[src/rtl/cpu_bus_ctrl.sv]
// Bus sequencer between the CPU execute core and the system bus: runs the
// reset-vector fetch and the NMI/IRQ entry, otherwise forwards core requests.
module cpu_bus_ctrl #(
    parameter int                DATA_W      = 8,
    parameter int                ADDR_W      = 16,
    parameter int                CYC_W       = 32,
    parameter int                RESET_DUMMY = 5,
    parameter logic [ADDR_W-1:0] NMI_VEC     = 'hFFFA,
    parameter logic [ADDR_W-1:0] RESET_VEC   = 'hFFFC,
    parameter logic [ADDR_W-1:0] IRQ_VEC     = 'hFFFE,
    parameter logic [ADDR_W-1:0] STACK_BASE  = 'h0100
) (
    input  logic              clk,
    input  logic              rst_n,
    output logic [ADDR_W-1:0] addr,
    output logic [DATA_W-1:0] dout,
    input  logic [DATA_W-1:0] din,
    output logic              rw,
    input  logic              rdy,
    input  logic              req_valid,
    input  logic              req_rw,
    input  logic [ADDR_W-1:0] req_addr,
    input  logic [DATA_W-1:0] req_wdata,
    output logic              req_ready,
    output logic              resp_valid,
    output logic [DATA_W-1:0] resp_rdata,
    input  logic              int_poll,
    input  logic              irq_mask,
    input  logic [ADDR_W-1:0] pc_in,
    input  logic [DATA_W-1:0] p_in,
    input  logic [7:0]        sp_in,
    input  logic              nmi_n,
    input  logic              irq_n,
    output logic              pc_load,
    output logic [ADDR_W-1:0] pc_value,
    output logic              sp_load,
    output logic [7:0]        sp_value,
    output logic              int_taken,
    output logic              busy,
    output logic [CYC_W-1:0]  cycle
);

    localparam logic [3:0] RST_DUMMY = 4'd0;
    localparam logic [3:0] RST_VL    = 4'd1;
    localparam logic [3:0] RST_VH    = 4'd2;
    localparam logic [3:0] SERVE     = 4'd3;
    localparam logic [3:0] INT_PCH   = 4'd4;
    localparam logic [3:0] INT_PCL   = 4'd5;
    localparam logic [3:0] INT_P     = 4'd6;
    localparam logic [3:0] INT_VL    = 4'd7;
    localparam logic [3:0] INT_VH    = 4'd8;

    // With no dummy cycles configured the sequence starts directly at the vector fetch.
    localparam logic [3:0] RST_FIRST = (RESET_DUMMY > 0) ? RST_DUMMY : RST_VL;
    localparam int DCNT_W = $clog2(RESET_DUMMY + 1) + 1;
    localparam logic [DCNT_W-1:0] DCNT_LAST = DCNT_W'((RESET_DUMMY > 0) ? RESET_DUMMY - 1 : 0);

    logic [3:0]        state;
    logic [DCNT_W-1:0] dcnt;
    logic              nmi_q;
    logic              nmi_pend;
    logic              vec_nmi;
    logic [ADDR_W-1:0] addr_last;
    logic [ADDR_W-1:0] pc_l;
    logic [DATA_W-1:0] p_l;
    logic [7:0]        sp_l;
    logic [DATA_W-1:0] vl;
    logic              serve;
    logic              irq_act;
    logic              take_int;
    logic              accept;
    logic              nmi_fall;
    logic [ADDR_W-1:0] vec_base;

    function automatic logic [ADDR_W-1:0] push_addr(input logic [7:0] s);
        return STACK_BASE + ADDR_W'(s);
    endfunction

    assign serve     = (state == SERVE);
    assign irq_act   = ~irq_n & ~irq_mask;
    assign take_int  = serve & int_poll & (nmi_pend | irq_act);
    assign accept    = serve & ~take_int & req_valid & (rdy | ~req_rw);
    assign req_ready = accept;
    assign nmi_fall  = nmi_q & ~nmi_n;
    assign vec_base  = vec_nmi ? NMI_VEC : IRQ_VEC;
    assign busy      = ~serve;

    assign pc_load   = ((state == RST_VH) | (state == INT_VH)) & rdy;
    assign sp_load   = pc_load;
    assign int_taken = (state == INT_VH) & rdy;
    assign pc_value  = ADDR_W'({din, vl});
    assign sp_value  = (state == INT_VH) ? sp_l - 8'd3 : 8'hFD;

    always_comb begin
        addr = addr_last;
        rw   = 1'b1;
        dout = '0;
        case (state)
            RST_DUMMY, RST_VL: addr = RESET_VEC;
            RST_VH:            addr = RESET_VEC + ADDR_W'(1);
            INT_PCH: begin
                addr = push_addr(sp_l);
                rw   = 1'b0;
                dout = DATA_W'(pc_l >> DATA_W);
            end
            INT_PCL: begin
                addr = push_addr(sp_l - 8'd1);
                rw   = 1'b0;
                dout = DATA_W'(pc_l);
            end
            INT_P: begin
                addr = push_addr(sp_l - 8'd2);
                rw   = 1'b0;
                dout = p_l;
            end
            INT_VL:            addr = vec_base;
            INT_VH:            addr = vec_base + ADDR_W'(1);
            default: begin
                if (accept) begin
                    addr = req_addr;
                    rw   = req_rw;
                    dout = req_rw ? '0 : req_wdata;
                end
            end
        endcase
    end

    // Read states advance only with rdy; push (write) states never stall.
    always_ff @(posedge clk or negedge rst_n) begin
        if (!rst_n) begin
            state      <= RST_FIRST;
            dcnt       <= '0;
            nmi_q      <= 1'b1;
            nmi_pend   <= 1'b0;
            vec_nmi    <= 1'b0;
            addr_last  <= RESET_VEC;
            resp_valid <= 1'b0;
            cycle      <= '0;
        end else begin
            cycle      <= cycle + CYC_W'(1);
            addr_last  <= addr;
            nmi_q      <= nmi_n;
            resp_valid <= accept & req_rw;
            if ((state == INT_VL) && rdy && vec_nmi)
                nmi_pend <= 1'b0;
            else if (nmi_fall)
                nmi_pend <= 1'b1;
            case (state)
                RST_DUMMY: if (rdy) begin
                    if (dcnt == DCNT_LAST) state <= RST_VL;
                    else                   dcnt  <= dcnt + DCNT_W'(1);
                end
                RST_VL:  if (rdy) state <= RST_VH;
                RST_VH:  if (rdy) state <= SERVE;
                SERVE:   if (take_int) state <= INT_PCH;
                INT_PCH: state <= INT_PCL;
                INT_PCL: state <= INT_P;
                INT_P: begin
                    // An NMI edge landing on this same clock still hijacks the entry.
                    state   <= INT_VL;
                    vec_nmi <= nmi_pend | nmi_fall;
                end
                INT_VL:  if (rdy) state <= INT_VH;
                INT_VH:  if (rdy) state <= SERVE;
                default: state <= RST_FIRST;
            endcase
        end
    end

    always_ff @(posedge clk) begin
        if (take_int) begin
            pc_l <= pc_in;
            p_l  <= p_in;
            sp_l <= sp_in;
        end
        if (((state == RST_VL) || (state == INT_VL)) && rdy)
            vl <= din;
        if (accept & req_rw)
            resp_rdata <= din;
    end

endmodule

[config.mk]
export PLATFORM = sky130hd
export DESIGN_NAME = cpu_bus_ctrl
export DESIGN_NICKNAME = d
export VERILOG_FILES = /design/src/rtl/cpu_bus_ctrl.sv
export SDC_FILE = /design/constraint.sdc
export NUM_CORES = 1
export LEC_CHECK = 0
export CELL_PAD_IN_SITES_DETAIL_PLACEMENT = 1
export CELL_PAD_IN_SITES_GLOBAL_PLACEMENT = 2
export CORE_AREA = 2 2 110 191
export CTS_CLUSTER_DIAMETER = 40
export CTS_CLUSTER_SIZE = 10
export DETAILED_ROUTE_END_ITERATION = 12
export DIE_AREA = 0 0 112 193
export PLACE_DENSITY_LB_ADDON = 0.15
export SYNTH_ARGS = -nofsm -noshare
export SYNTH_HDL_FRONTEND = slang
export SYNTH_SLANG_ARGS = --single-unit
[constraint.sdc]
create_clock -name clk -period 2.4 [get_ports clk]
set_input_delay 0.48 -clock clk [delete_from_list [all_inputs] [get_ports clk]]
set_output_delay 0.48 -clock clk [all_outputs]
set_load 0.05 [all_outputs]
-- Word-level counts from Yosys, hierarchy flattened
Index checks and enable logic that the tools add are counted.
- bits in read-only memories: 0
- bits in latches: 0
- memory bits (writable): 0
- memories: 0
- flip-flop bits (word level): 108
- logic and storage cells: 88
- bits of input ports: 73
- muxes and demuxes: 18
- reduce and logical (&&, ||, !) cells: 12
- magnitude comparators: 0
- add/subtract/negate cells: 9
- divide/modulo/power cells: 0
- $mul: 0
- eq/ne operators: 15
- shift operators: 0
- bitwise logic cells: 21
- operator list (kind ; count):
    16-bit case mux with 7 select lines ; 1
    32-bit by 1-bit adder with 32-bit output, second input constant ; 1
    4-bit case mux with 8 select lines ; 1
    8-bit case mux with 4 select lines ; 1
    9-bit by 8-bit adder with 10-bit output, first input constant ; 3
    4-bit 2-to-1 mux ; 6
    8-bit 2-to-1 mux ; 3
    4-bit by 3-bit equality test with 1-bit output, second input constant ; 5
    16-bit 2-to-1 mux ; 1
    8-bit by 2-bit subtractor with 8-bit output, second input constant ; 2
    1-bit bitwise AND ; 10
    4-bit by 2-bit equality test with 1-bit output, second input constant ; 2
    2-bit inequality test, second input constant ; 4
    8-bit by 1-bit subtractor with 8-bit output, second input constant ; 1
    1-bit NOT ; 7
    6-bit AND reduction ; 1
    4-bit by 2-bit adder with 5-bit output, second input constant ; 1
    5-bit OR reduction ; 1
    4-bit by 1-bit adder with 4-bit output, second input constant ; 1
    4-bit by 1-bit equality test with 1-bit output, second input constant ; 1
    4-bit equality test, second input constant ; 1
    4-bit logical NOT ; 1
    2-bit by 1-bit inequality test with 1-bit output, second input constant ; 2
    1-bit OR ; 4
    9 further kinds ; 14

-- Longest topological paths before layout
- depth in word-level cells: 10
- mapped depth: 7
- gate-level depth less buffers: 6

-- Worst setup path before layout
No wires, ideal clock.
- kind: register to output
- start: register state[2]
- end: output port addr[13]
- arrival time: 2628 ps
- data required time: 1920 ps
- setup slack: -708 ps
- cell stages (with the launch flop): 7
- path buffers: 2
- cell sequence: dfrtp_1 -> buf_2 -> nand4bb_4 -> a2111oi_4 -> buf_6 -> mux2i_1 -> o21ai_0
- word-level cells in the longest chain between the ends: 9
- ends and longest elaborated chain (element ; RTL line ; RTL):
    start, declared ; 58 ; logic [3:0] state;
    start signal, assigned ; 131 ; state <= RST_FIRST;
    start signal, assigned ; 150 ; if (dcnt == DCNT_LAST) state <= RST_VL;
    start signal, assigned ; 153 ; RST_VL: if (rdy) state <= RST_VH;
    4-bit by 2-bit equality test with 1-bit output ; 79 ; assign serve = (state == SERVE);
    1-bit bitwise AND (2 in series) ; 81 ; assign take_int = serve & int_poll & (nmi_pend | irq_act);
    1-bit NOT ; 82 ; assign accept = serve & ~take_int & req_valid & (rdy | ~req_rw);
    1-bit bitwise AND (3 in series) ; 82 ;
    16-bit 2-to-1 mux ; 119 ; if (accept) begin
    16-bit case mux with 7 select lines (*) ; 98 ; case (state)
    end, declared ; 15 ; output logic [ADDR_W-1:0] addr,
Mark *: on every way between the ends. The rest lies on a longest branch, timed or not.

-- Final worst setup path
- start: register state[3]
- end: output port addr[4]
The elaborated chain is that of the path after synthesis.

==> run_results.csv <==
group,metric,value,unit
status,status,"complete, but fails checks",
status,violations,"setup timing",
global_route,grt_pass1_vias,5171,
timing,grt_setup_unrepaired,"true",
cells_and_area,nets,773,
synthesis,synth_cell_type_count,67,
synthesis,synthesis.nets,535,
flow_run,drv_cap,0,
timing,drv_slew,0,
hold_path,worst_hold_path_type,"in2async",
global_route,grt_first_pass_wirelength,28.32,mm
drt,vias_per_cell,4.780,
timing,fin_crit_sh,114.2,%
placed_design,io_buffers,167,
global_route,overflow,0,
critical_path,path_cells,"nand4bb_4, a2111oi_4, buf_6, buf_12, buf_12, mux2i_4, a32oi_4, buf_12",
synthesis,seq_area_frac_synth,55.50,%
drt,antenna_left,0,
drt,wl,18.00,mm
timing,worst_pin_slew,0.5408,ns
critical_path,cp_slowest_cell,"dfrtp_1",
placed_design,dpl.cell_count,905,
cts,clk_latency,0.36,ns
floorplan,start_util,26.42,%
synthesis,synth_most_common_cell,"edfxtp_1",
cells_and_area,area_delta_synth_final,72.80,%
timing,fin_skew,0.006065,ns
drt,num_vias,4517,
drt,drt_iter0_markers,110,
placed_design,placedInstanceArea,0.008272,mm²
timing,setup_viol,28,
cells_and_area,fillerInstances,2110,
timing,fmax,0.3647,GHz
timing,relSlewSlack,63.83,%
critical_path,crit_path_end_kind,"primary output",
synthesis,syn_avg_cell_area,11.75,µm²
timing,hold_slack,0.1162,ns
critical_path,cpPeakStageDelay,0.43,ns
critical_path,cp_max_fo,7,
critical_path,crit_top_cell,"buf_12",
cts,clock_sinks,108,
cells_and_area,drive_above_1_share,36.73,%
cts,htree_levels,3,
drt,drcViolationCount,0,
timing,finalCriticalPeriod,2.742,ns
floorplan,io-pin-count,168,
critical_path,worstSetupStartpointType,"flip-flop",
placed_design,place_ws,-0.5094,ns
synthesis,yosysTopAreaCell,"edfxtp_1",
power_and_ir_drop,ir_drop,0.0008053,V
cts,cts_buffer_depth,2,
critical_path,critical_path_class,"reg2out",
synthesis,ys_top_cells_by_area,"edfxtp_1, dfrtp_1, dfstp_2, mux2i_1, xnor2_1",
critical_path,cp.required,1.92,ns
synthesis,ys_ff_latch,108,
cells_and_area,stdcell_count,945,
placed_design,dpl.hpwl,13.79,mm
synthesis,ys.flop_type,"edfxtp_1",
synthesis,synth-warning-count,0,
placed_design,place_congestion,0.7983,
power_and_ir_drop,p_per_area,1154,mW/mm²
timing,setup_slack,-0.3417,ns
floorplan,rows,69,
synthesis,synth_top_area_share,27.01,%
cts,cts_tree,"done",
power_and_ir_drop,leakage,3.683,nW
floorplan,core_area,0.02020,mm²
cells_and_area,n_antenna_cell,0,
global_route,track_usage,17.05,%
synthesis,syn_area,0.005336,mm²
timing,hold_viol_final,0,
synthesis,synth_enable_flop_cells,48,
global_route,antenna_found_initial,0,
critical_path,arrival,2.26,ns
critical_path,regToRegSetupSlack,0.37,ns
drt,dr.pass1.iters,4,
cts,numCtsBuffers,9,
global_route,grt_max_degree,61,
cells_and_area,fin_area,0.009221,mm²
cts,clkTransAtPathRegs,0.07,ns
floorplan,dieArea,0.02162,mm²
synthesis,netlist_top_cells_count,"edfxtp_1, dfrtp_1, nand2_1",
drt,post_drt_wl_per_cell,19.05,µm
floorplan,fp.dieW,112,µm
synthesis,synth_cells,454,
synthesis,async_flop_share,55.56,%
floorplan,fp.dieH,193,µm
cts,cts_root_buf,"clkbuf_16",
## area by class of cell
class	instances	area, µm²	area share, %
flip-flops and latches	108	2963	32.13
clock inverters	6	68.82	0.7463
repair buffers	263	2868	31.10
well taps	248	310.3	3.365
clock buffers	10	250.2	2.714
multi-input cells	292	2694	29.21
inverters	18	67.56	0.7327
## cells by family after synthesis
logic type,count (synthesis),share of synthesized area (%)
DFF,108,55.50
and+or+nand+nor,136,15.31
adders and majority gates,9,2.063
xor gates and xnor gates,41,6.729
buffers and inverters,54,5.088
muxes,25,4.713
AOI/OAI and AO/OA,81,10.60
## metal layers
metal	vias up	global-route usage [%]	routed length, µm
li1	2108	-	-
met1	2246	16.47	5969
met2	135	34.85	10800
met3	28	3.470	820
met4	0	6.426	406
met5	-	0	0
## placed cells by master (no fill, tap or decap), drive strengths merged, types with 3 or more instances in the layout
cell,count
edfxtp,48
mux2i,24
nor2b,5
nor2,14
or4,3
dlygate4sd2,5
xor2,20
a22o,8
and3,4
inv,20
and2,6
o221ai,4
nand2b,5
clkdlybuf4s50,114
nor3,18
xnor2,21
nor4,4
a211oi,4
a21o,3
o21ai,28
a22oi,3
o22ai,4
clkbuf,10
ha,8
dfstp,15
dfrtp,45
nand2,37
a21oi,9
and4b,3
nand4,10
nand3,11
and4,4
buf,143
or3,3
## power by group
group	internal [W]	switching (W)	total, W	leakage, nW
Clock	0.000881	0.000711	0.00159	0.156
Sequential	0.00237	0.000215	0.00258	1.18
Combinational	0.00302	0.00344	0.00647	2.34
## worst max-delay path, delay by kind of cell (launching register included)
| kind | cells | cell delay, ns |
|---|---|---|
| DFF | 1 | 0.43 |
| AOI/OAI and AO/OA | 2 | 0.30 |
| muxes | 1 | 0.24 |
| buffers and inverters | 4 | 0.63 |
| and+or+nand+nor | 1 | 0.29 |
## path summary, 6_finish.rpt
kind	from	endpoint	cells after the start
setup / recovery	state[3]	addr[4]	8
hold / removal	rst_n	cycle[19]	2
setup reg to reg	state[3]	addr_last[8]	9
hold reg to reg	dcnt[3]	dcnt[3]	1
max in group asynchronous	rst_n	addr_last[10]	2
min in group clk	dcnt[3]	dcnt[3]	1
## metrics by stage
step / util (%) / TNS (ns) / power, W
6_report: 45.65 / -7.023 / 0.01064
5_1_grt: 45.65 / -9.285 / 0.01118
4_1_cts: 44.66 / -7.180 / 0.01055
3_5_place_dp: 40.95 / -8.993 / 0.008438
3_3_place_gp: 40.95 / -7.672 / 0.008327
2_1_floorplan: - / -1.697 / 0.005838
## state kept, by name (all words and copies together) (netlist names)
name and flops:
nmi_pend 1, pc_l 16, addr_last 16, vec_nmi 1, resp_valid 1, sp_l 8
vl 8, cycle 32, nmi_q 1, state 4, dcnt 4, p_l 8
resp_rdata 8
## timing repair
item,4_1_cts,5_1_grt
cloned,1,0
hold buffers,0,0
pin swaps,12,10
gates resized for setup,65,29
setup endpoints to repair,35,33
buffers inserted,17,8
Power figures use the tool's default switching activity.
